`src/rtl/vga_timing_gen_if.sv`:
```
// VGA timing bundle passed from the raster generator to the video controller.
interface vga_timing_gen_if;
  logic hsync_n;
  logic vsync_n;
  logic blank_n;
  logic end_of_line;
  logic end_of_frame;

  // Producer side: the timing generator.
  modport master (
    output hsync_n,
    output vsync_n,
    output blank_n,
    output end_of_line,
    output end_of_frame
  );

  // Consumer side: the framebuffer video controller.
  modport slave (
    input hsync_n,
    input vsync_n,
    input blank_n,
    input end_of_line,
    input end_of_frame
  );
endinterface

```
`src/rtl/vga_timing_gen.sv`:
```
// Free-running raster timing generator. Counts pixel clocks into (hcnt, vcnt) and
// registers sync/blank/position outputs that describe the previous cycle's counters,
// plus a completed-frame counter and a sticky vblank interrupt.
module vga_timing_gen #(
  parameter int unsigned H_ACTIVE = 640,
  parameter int unsigned H_FP     = 16,
  parameter int unsigned H_SYNC   = 96,
  parameter int unsigned H_BP     = 48,
  parameter int unsigned V_ACTIVE = 480,
  parameter int unsigned V_FP     = 10,
  parameter int unsigned V_SYNC   = 2,
  parameter int unsigned V_BP     = 33
) (
  input  logic                    clk_i,
  input  logic                    rst_i,
  input  logic                    en_i,
  input  logic                    irq_ack_i,
  vga_timing_gen_if.master        timing_o,
  output logic [10:0]             x_o,
  output logic [9:0]              y_o,
  output logic [15:0]             frame_cnt_o,
  output logic                    vblank_irq_o
);

  localparam int unsigned H_TOTAL = H_ACTIVE + H_FP + H_SYNC + H_BP;
  localparam int unsigned V_TOTAL = V_ACTIVE + V_FP + V_SYNC + V_BP;

  localparam logic [10:0] HActW    = 11'(H_ACTIVE);
  localparam logic [10:0] HsStart  = 11'(H_ACTIVE + H_FP);
  localparam logic [10:0] HsEnd    = 11'(H_ACTIVE + H_FP + H_SYNC);
  localparam logic [10:0] HLast    = 11'(H_TOTAL - 1);
  localparam logic [9:0]  VActW    = 10'(V_ACTIVE);
  localparam logic [9:0]  VsStart  = 10'(V_ACTIVE + V_FP);
  localparam logic [9:0]  VsEnd    = 10'(V_ACTIVE + V_FP + V_SYNC);
  localparam logic [9:0]  VLast    = 10'(V_TOTAL - 1);

  logic [10:0] hcnt_q, hcnt_d;
  logic [9:0]  vcnt_q, vcnt_d;
  logic [10:0] x_q, x_d;
  logic [9:0]  y_q, y_d;
  logic        hsync_n_q, hsync_n_d;
  logic        vsync_n_q, vsync_n_d;
  logic        blank_n_q, blank_n_d;
  logic        eol_q, eol_d;
  logic        eof_q, eof_d;
  logic [15:0] frame_cnt_q, frame_cnt_d;
  logic        irq_q, irq_d;

  logic h_last;
  logic v_last;

  assign h_last = (hcnt_q == HLast);
  assign v_last = (vcnt_q == VLast);

  // Next-state for counters, decoded timing outputs, frame counter and irq flag.
  always_comb begin
    hcnt_d      = hcnt_q;
    vcnt_d      = vcnt_q;
    x_d         = '0;
    y_d         = '0;
    hsync_n_d   = 1'b1;
    vsync_n_d   = 1'b1;
    blank_n_d   = 1'b0;
    eol_d       = 1'b0;
    eof_d       = 1'b0;
    frame_cnt_d = frame_cnt_q;
    irq_d       = irq_q;

    if (!en_i) begin
      // Park at the origin; outputs fall back to idle values.
      hcnt_d = '0;
      vcnt_d = '0;
    end else begin
      x_d       = hcnt_q;
      y_d       = vcnt_q;
      blank_n_d = (hcnt_q < HActW) && (vcnt_q < VActW);
      hsync_n_d = !((hcnt_q >= HsStart) && (hcnt_q < HsEnd));
      vsync_n_d = !((vcnt_q >= VsStart) && (vcnt_q < VsEnd));
      eol_d     = h_last;
      eof_d     = h_last && v_last;

      if (h_last) begin
        hcnt_d = '0;
        vcnt_d = v_last ? '0 : vcnt_q + 10'd1;
      end else begin
        hcnt_d = hcnt_q + 11'd1;
      end
    end

    // The frame counts once its end_of_frame pulse has been presented.
    if (eof_q) begin
      frame_cnt_d = frame_cnt_q + 16'd1;
    end

    // Setting takes priority over a coincident acknowledge.
    if (en_i && (hcnt_q == '0) && (vcnt_q == VActW)) begin
      irq_d = 1'b1;
    end else if (irq_ack_i) begin
      irq_d = 1'b0;
    end
  end

  // State and output registers.
  always_ff @(posedge clk_i or posedge rst_i) begin
    if (rst_i) begin
      hcnt_q      <= '0;
      vcnt_q      <= '0;
      x_q         <= '0;
      y_q         <= '0;
      hsync_n_q   <= 1'b1;
      vsync_n_q   <= 1'b1;
      blank_n_q   <= 1'b0;
      eol_q       <= 1'b0;
      eof_q       <= 1'b0;
      frame_cnt_q <= '0;
      irq_q       <= 1'b0;
    end else begin
      hcnt_q      <= hcnt_d;
      vcnt_q      <= vcnt_d;
      x_q         <= x_d;
      y_q         <= y_d;
      hsync_n_q   <= hsync_n_d;
      vsync_n_q   <= vsync_n_d;
      blank_n_q   <= blank_n_d;
      eol_q       <= eol_d;
      eof_q       <= eof_d;
      frame_cnt_q <= frame_cnt_d;
      irq_q       <= irq_d;
    end
  end

  assign timing_o.hsync_n      = hsync_n_q;
  assign timing_o.vsync_n      = vsync_n_q;
  assign timing_o.blank_n      = blank_n_q;
  assign timing_o.end_of_line  = eol_q;
  assign timing_o.end_of_frame = eof_q;
  assign x_o                   = x_q;
  assign y_o                   = y_q;
  assign frame_cnt_o           = frame_cnt_q;
  assign vblank_irq_o          = irq_q;

endmodule

```
`src/flat_wrapper.sv`:
```
// flat-port wrapper written by rule: the top's interface ports become plain ports
module vga_timing_gen_flat 
#(
  parameter int unsigned H_ACTIVE = 640,
  parameter int unsigned H_FP     = 16,
  parameter int unsigned H_SYNC   = 96,
  parameter int unsigned H_BP     = 48,
  parameter int unsigned V_ACTIVE = 480,
  parameter int unsigned V_FP     = 10,
  parameter int unsigned V_SYNC   = 2,
  parameter int unsigned V_BP     = 33
)
  (clk_i, rst_i, en_i, irq_ack_i, x_o, y_o, frame_cnt_o, vblank_irq_o, timing_o_hsync_n, timing_o_vsync_n, timing_o_blank_n, timing_o_end_of_line, timing_o_end_of_frame);
  vga_timing_gen_if timing_o_i ();
  input  logic clk_i;
  input  logic rst_i;
  input  logic en_i;
  input  logic irq_ack_i;
  output logic [10:0] x_o;
  output logic [9:0] y_o;
  output logic [15:0] frame_cnt_o;
  output logic vblank_irq_o;
  output wire logic [$bits(timing_o_i.hsync_n)-1:0] timing_o_hsync_n;
  output wire logic [$bits(timing_o_i.vsync_n)-1:0] timing_o_vsync_n;
  output wire logic [$bits(timing_o_i.blank_n)-1:0] timing_o_blank_n;
  output wire logic [$bits(timing_o_i.end_of_line)-1:0] timing_o_end_of_line;
  output wire logic [$bits(timing_o_i.end_of_frame)-1:0] timing_o_end_of_frame;
  assign timing_o_hsync_n = timing_o_i.hsync_n;
  assign timing_o_vsync_n = timing_o_i.vsync_n;
  assign timing_o_blank_n = timing_o_i.blank_n;
  assign timing_o_end_of_line = timing_o_i.end_of_line;
  assign timing_o_end_of_frame = timing_o_i.end_of_frame;
  vga_timing_gen #(.H_ACTIVE(H_ACTIVE), .H_FP(H_FP), .H_SYNC(H_SYNC), .H_BP(H_BP), .V_ACTIVE(V_ACTIVE), .V_FP(V_FP), .V_SYNC(V_SYNC), .V_BP(V_BP)) u_core (.clk_i(clk_i), .rst_i(rst_i), .en_i(en_i), .irq_ack_i(irq_ack_i), .timing_o(timing_o_i), .x_o(x_o), .y_o(y_o), .frame_cnt_o(frame_cnt_o), .vblank_irq_o(vblank_irq_o));
endmodule
```
`config.mk`:
```
export PLATFORM = sky130hd
export DESIGN_NAME = vga_timing_gen_flat
export DESIGN_NICKNAME = d
export VERILOG_FILES = /design/src/rtl/vga_timing_gen_if.sv /design/src/rtl/vga_timing_gen.sv /design/src/flat_wrapper.sv
export SDC_FILE = /design/constraint.sdc
export NUM_CORES = 1
export LEC_CHECK = 0
export CELL_PAD_IN_SITES_DETAIL_PLACEMENT = 1
export CELL_PAD_IN_SITES_GLOBAL_PLACEMENT = 2
export CORE_ASPECT_RATIO = 1.75
export CORE_MARGIN = 3
export CORE_UTILIZATION = 37
export DETAILED_ROUTE_END_ITERATION = 16
export GPL_TIMING_DRIVEN = 0
export PLACE_DENSITY_LB_ADDON = 0.1
export SYNTH_ARGS = -nofsm -noshare
export SYNTH_HDL_FRONTEND = slang
export SYNTH_SLANG_ARGS = --single-unit
export TNS_END_PERCENT = 20
```
`constraint.sdc`:
```
create_clock -name clk_i -period 4.75 [get_ports clk_i]
set_input_delay 0.7125 -clock clk_i [delete_from_list [all_inputs] [get_ports clk_i]]
set_output_delay 0.7125 -clock clk_i [all_outputs]
set_load 0.01 [all_outputs]
```
==> results.md <==
* Result of the run: completed
* RSZ-0062 raised after global routing: false
* Maximum number of pins on one net before global-route repair at 37
* Final Instance Count excl. Fillers at 401
* Hold_ws at 473 ps
* Final Max Tran Viols at 0
* Post-CTS setup repair buffer count at 0
* Layout Skew at 3.36 ps
* Slowest Stage Delay on Critical Path at 680 ps
* Worst skew pair latency at 320 ps
* Max rail drop VDD at 197 uV
* Sequential cell area fraction in the yosys report at 57.6%
* Avg Synthesized Cell Area at 11.0 sq um
* Tightest slew margin relative to the limit at 54.6%
* Final min period at 2390 ps
* Post-synth net total at 261
* Cells after synthesis at 252
* Element type at the critical path end: flop
* Largest driver fanout on the critical path at 10
* Total via count in the routed design at 2115
* Actual transition at the worst max-transition pin at 675 ps
* Overall die area at 0.00864 sq mm
* # Max-Cap Violations at 0
* Worst R2R Path Depth at 6
* Worst min-delay path endpoint: u_core.frame_cnt_o[15]
* Min-delay worst type: reg2reg
* Final Wtd Congestion at 0.797
* Final hold violations at 0
* Endpoint of the lowest-slack register-to-register path: u_core.vcnt_q[8]
* GRT Residual Overflow at 0
* Number of placed instances with taps included at 385
* CP required at 4990 ps
* Final nets at 319
* Cell with the largest stage delay on the worst path: clkdlybuf4s50_1
* Core Rows at 41
* GR met1 Demand/Resource at 19.7%
* Fin crit share at 50.2%
* GR met3 Demand/Resource at 3.74%
* Share of final-layout standard cells stronger than drive strength 1 at 9.21%
* Most crowded layer after global routing: met2
* Distinct cells, synth at 45
* Number of setup violations in the final report at 0
* Total power density per cell area at 340 mW/mm^2
* Ordered cell list for the critical path: clkdlybuf4s50_1 -> clkinv_1 -> a31o_2 -> clkbuf_1 -> o21ai_0
* First-pass GRT wire length at 11.8 mm
* Sinks on the clock net at 64
* Hold bufs inserted after CTS at 0
* Upper clock frequency limit at 0.419 GHz
* Drt via density at 5.27
* Leakage power total at 1.64 nW
* Number of buffers inserted during clock tree synthesis at 9
* P&R area growth vs syn at 31.9%
* Count of nets left with antenna violations after detail routing at 0
* Buffer levels on the longest clock path at 2
* Average routed wire per standard cell at 17.2 um
* Post-CTS Resized at 0
* CTS tree: built
* Worst R2R Setup Slack at 2790 ps
* Die width at 71.6 um
* Antenna fix cells at 0
* Total wirelength of the detailed-routed design at 6.88 mm
* Hold Path Origin: u_core.frame_cnt_o[15]
* Classification of the worst setup path: in2reg
* Register bit total from synthesis at 64
* Met2 demand-to-capacity share in global routing at 32.0%
* Iteration-0 DRC Markers at 86
* 1st-pass router iterations at 4
* Buffer type at the clock tree root: clkbuf_16
* Vert. Die Dim at 121 um
* Cell class contributing the biggest share of worst-path delay: buffers and inverters
* Type of origin of the critical path: input port
* Initial standard-cell utilization of the core at 38.2%
* Arr. time, crit path at 2630 ps
* Port Buf Inserts at 46
* Count of synthesis-stage warnings from yosys at 0
* Post-detailed-route DRC marker count at 0
* Cell area after synthesis at 0.00278 sq mm
* Area of the core region at 0.00728 sq mm
* Most frequent cells in the layout: dfrtp_1, clkdlybuf4s50_1, nor2_1
* Reg clk slew, reported paths at 50 ps
* Initial antenna violation count at 0
* Launch point of the worst reg-to-reg path: u_core.vcnt_q[0]
* Post-detailed-placement half-perimeter wirelength at 5.11 mm
* Setup total negative slack at 0 ps
* Count of buffer and inverter cells on the critical path at 3
* Number of cells on the worst hold path at 1
* Number of global-route vias before repair at 2317
* Io pins at 47
* CTS H-tree depth at 3
* Most common cell after layout, fill and taps aside: dfrtp_1
* Total routing resource utilization after global routing at 17.8%
==> cell families after synthesis <==
kind of cell / Yosys count / share of synthesized area, %
XOR/XNOR: 24 / 7.55
flip-flops: 64 / 57.6
AND/OR/NAND/NOR: 110 / 22.2
adder cells (fa/ha/maj): 5 / 2.25
buffers and inverters: 22 / 3.51
multiplexers: 1 / 0.405
AO/OA/AOI/OAI: 26 / 6.43
==> power by group <==
| part | switching [W] | internal, W | leakage, nW |
|---|---|---|---|
| clock | 0.000219 | 0.000433 | 0.150 |
| sequential | 0.00000521 | 0.000551 | 0.881 |
| combinational | 0.0000260 | 0.0000140 | 0.607 |
==> metal layers <==
metal | up-vias | routed length, um
met5 | - | 0
met1 | 1077 | 2640
met2 | 30 | 3920
met3 | 11 | 178
li1 | 997 | -
met4 | 0 | 137
==> stage by stage <==
stage          utilization (%)  setup slack (ps)  area [sq um]  total power (W)
2_1_floorplan                -              2440          2780         0.000586
3_3_place_gp              46.0              1230          3350         0.000604
3_5_place_dp              46.3              1960          3370         0.000607
4_1_cts                   50.4              2290          3670          0.00127
5_1_grt                   50.4              2160          3670          0.00130
6_report                  50.4              2360          3670          0.00125
==> worst max-delay path by stage <==
stage,from,endpoint,cells after the start
floorplan,rst_i,u_core.frame_cnt_o[0],1
global placement,rst_i,u_core.y_o[0],2
detailed placement,en_i,u_core.vcnt_q[1],5
CTS,en_i,u_core.vcnt_q[1],5
global route,en_i,u_core.vcnt_q[3],5
finish,en_i,u_core.vcnt_q[1],5
==> sequential cells by signal (all words and copies together) (netlist names) <==
name                          cells
u_core.timing_o.end_of_line       1
u_core.vcnt_q                    10
u_core.y_o                       10
u_core.x_o                       11
u_core.timing_o.blank_n           1
u_core.timing_o.vsync_n           1
u_core.hcnt_q                    11
u_core.vblank_irq_o               1
u_core.frame_cnt_o               16
u_core.timing_o.end_of_frame      1
u_core.timing_o.hsync_n           1
==> final cells by class <==
cell class | instances | area, sq um
plain buffers | 11 | 56.3
flip-flops and latches | 64 | 1600
inverters | 11 | 41.3
clock inverters | 3 | 40.0
fillers | 823 | 3610
well taps | 86 | 108
repair buffers | 47 | 480
clock buffers | 13 | 260
multi-input cells | 166 | 1080
==> Yosys cell counts, drive strengths merged <==
cell,instances,share of area (%)
nor3,4,0.90
or4,3,0.94
o21ai,6,1.1
and2,16,3.6
a21oi,2,0.36
and4,3,0.94
a31oi,7,1.6
nor4bb,2,0.72
or3,4,0.90
inv,10,1.3
a32oi,2,0.63
clkinv,1,0.13
a31o,1,0.31
nand2,14,1.9
and4b,2,0.72
o311ai,2,0.63
dfstp,2,1.9
o31a,2,0.63
a41oi,2,0.63
and3,7,1.6
ha,5,2.2
nor2,25,3.4
xor2,12,3.8
nor4,2,0.45
dfrtp,62,56
nand2b,1,0.22
clkbuf,7,0.99
o31ai,1,0.27
o41ai,1,0.31
buf,4,1.0
mux2,1,0.40
nand4,12,2.7
nand4bb,1,0.40
nor2b,1,0.22
or2b,1,0.27
nand3,11,2.0
xnor2,12,3.8
nor4b,1,0.31
(Power assumes the default switching activity.)
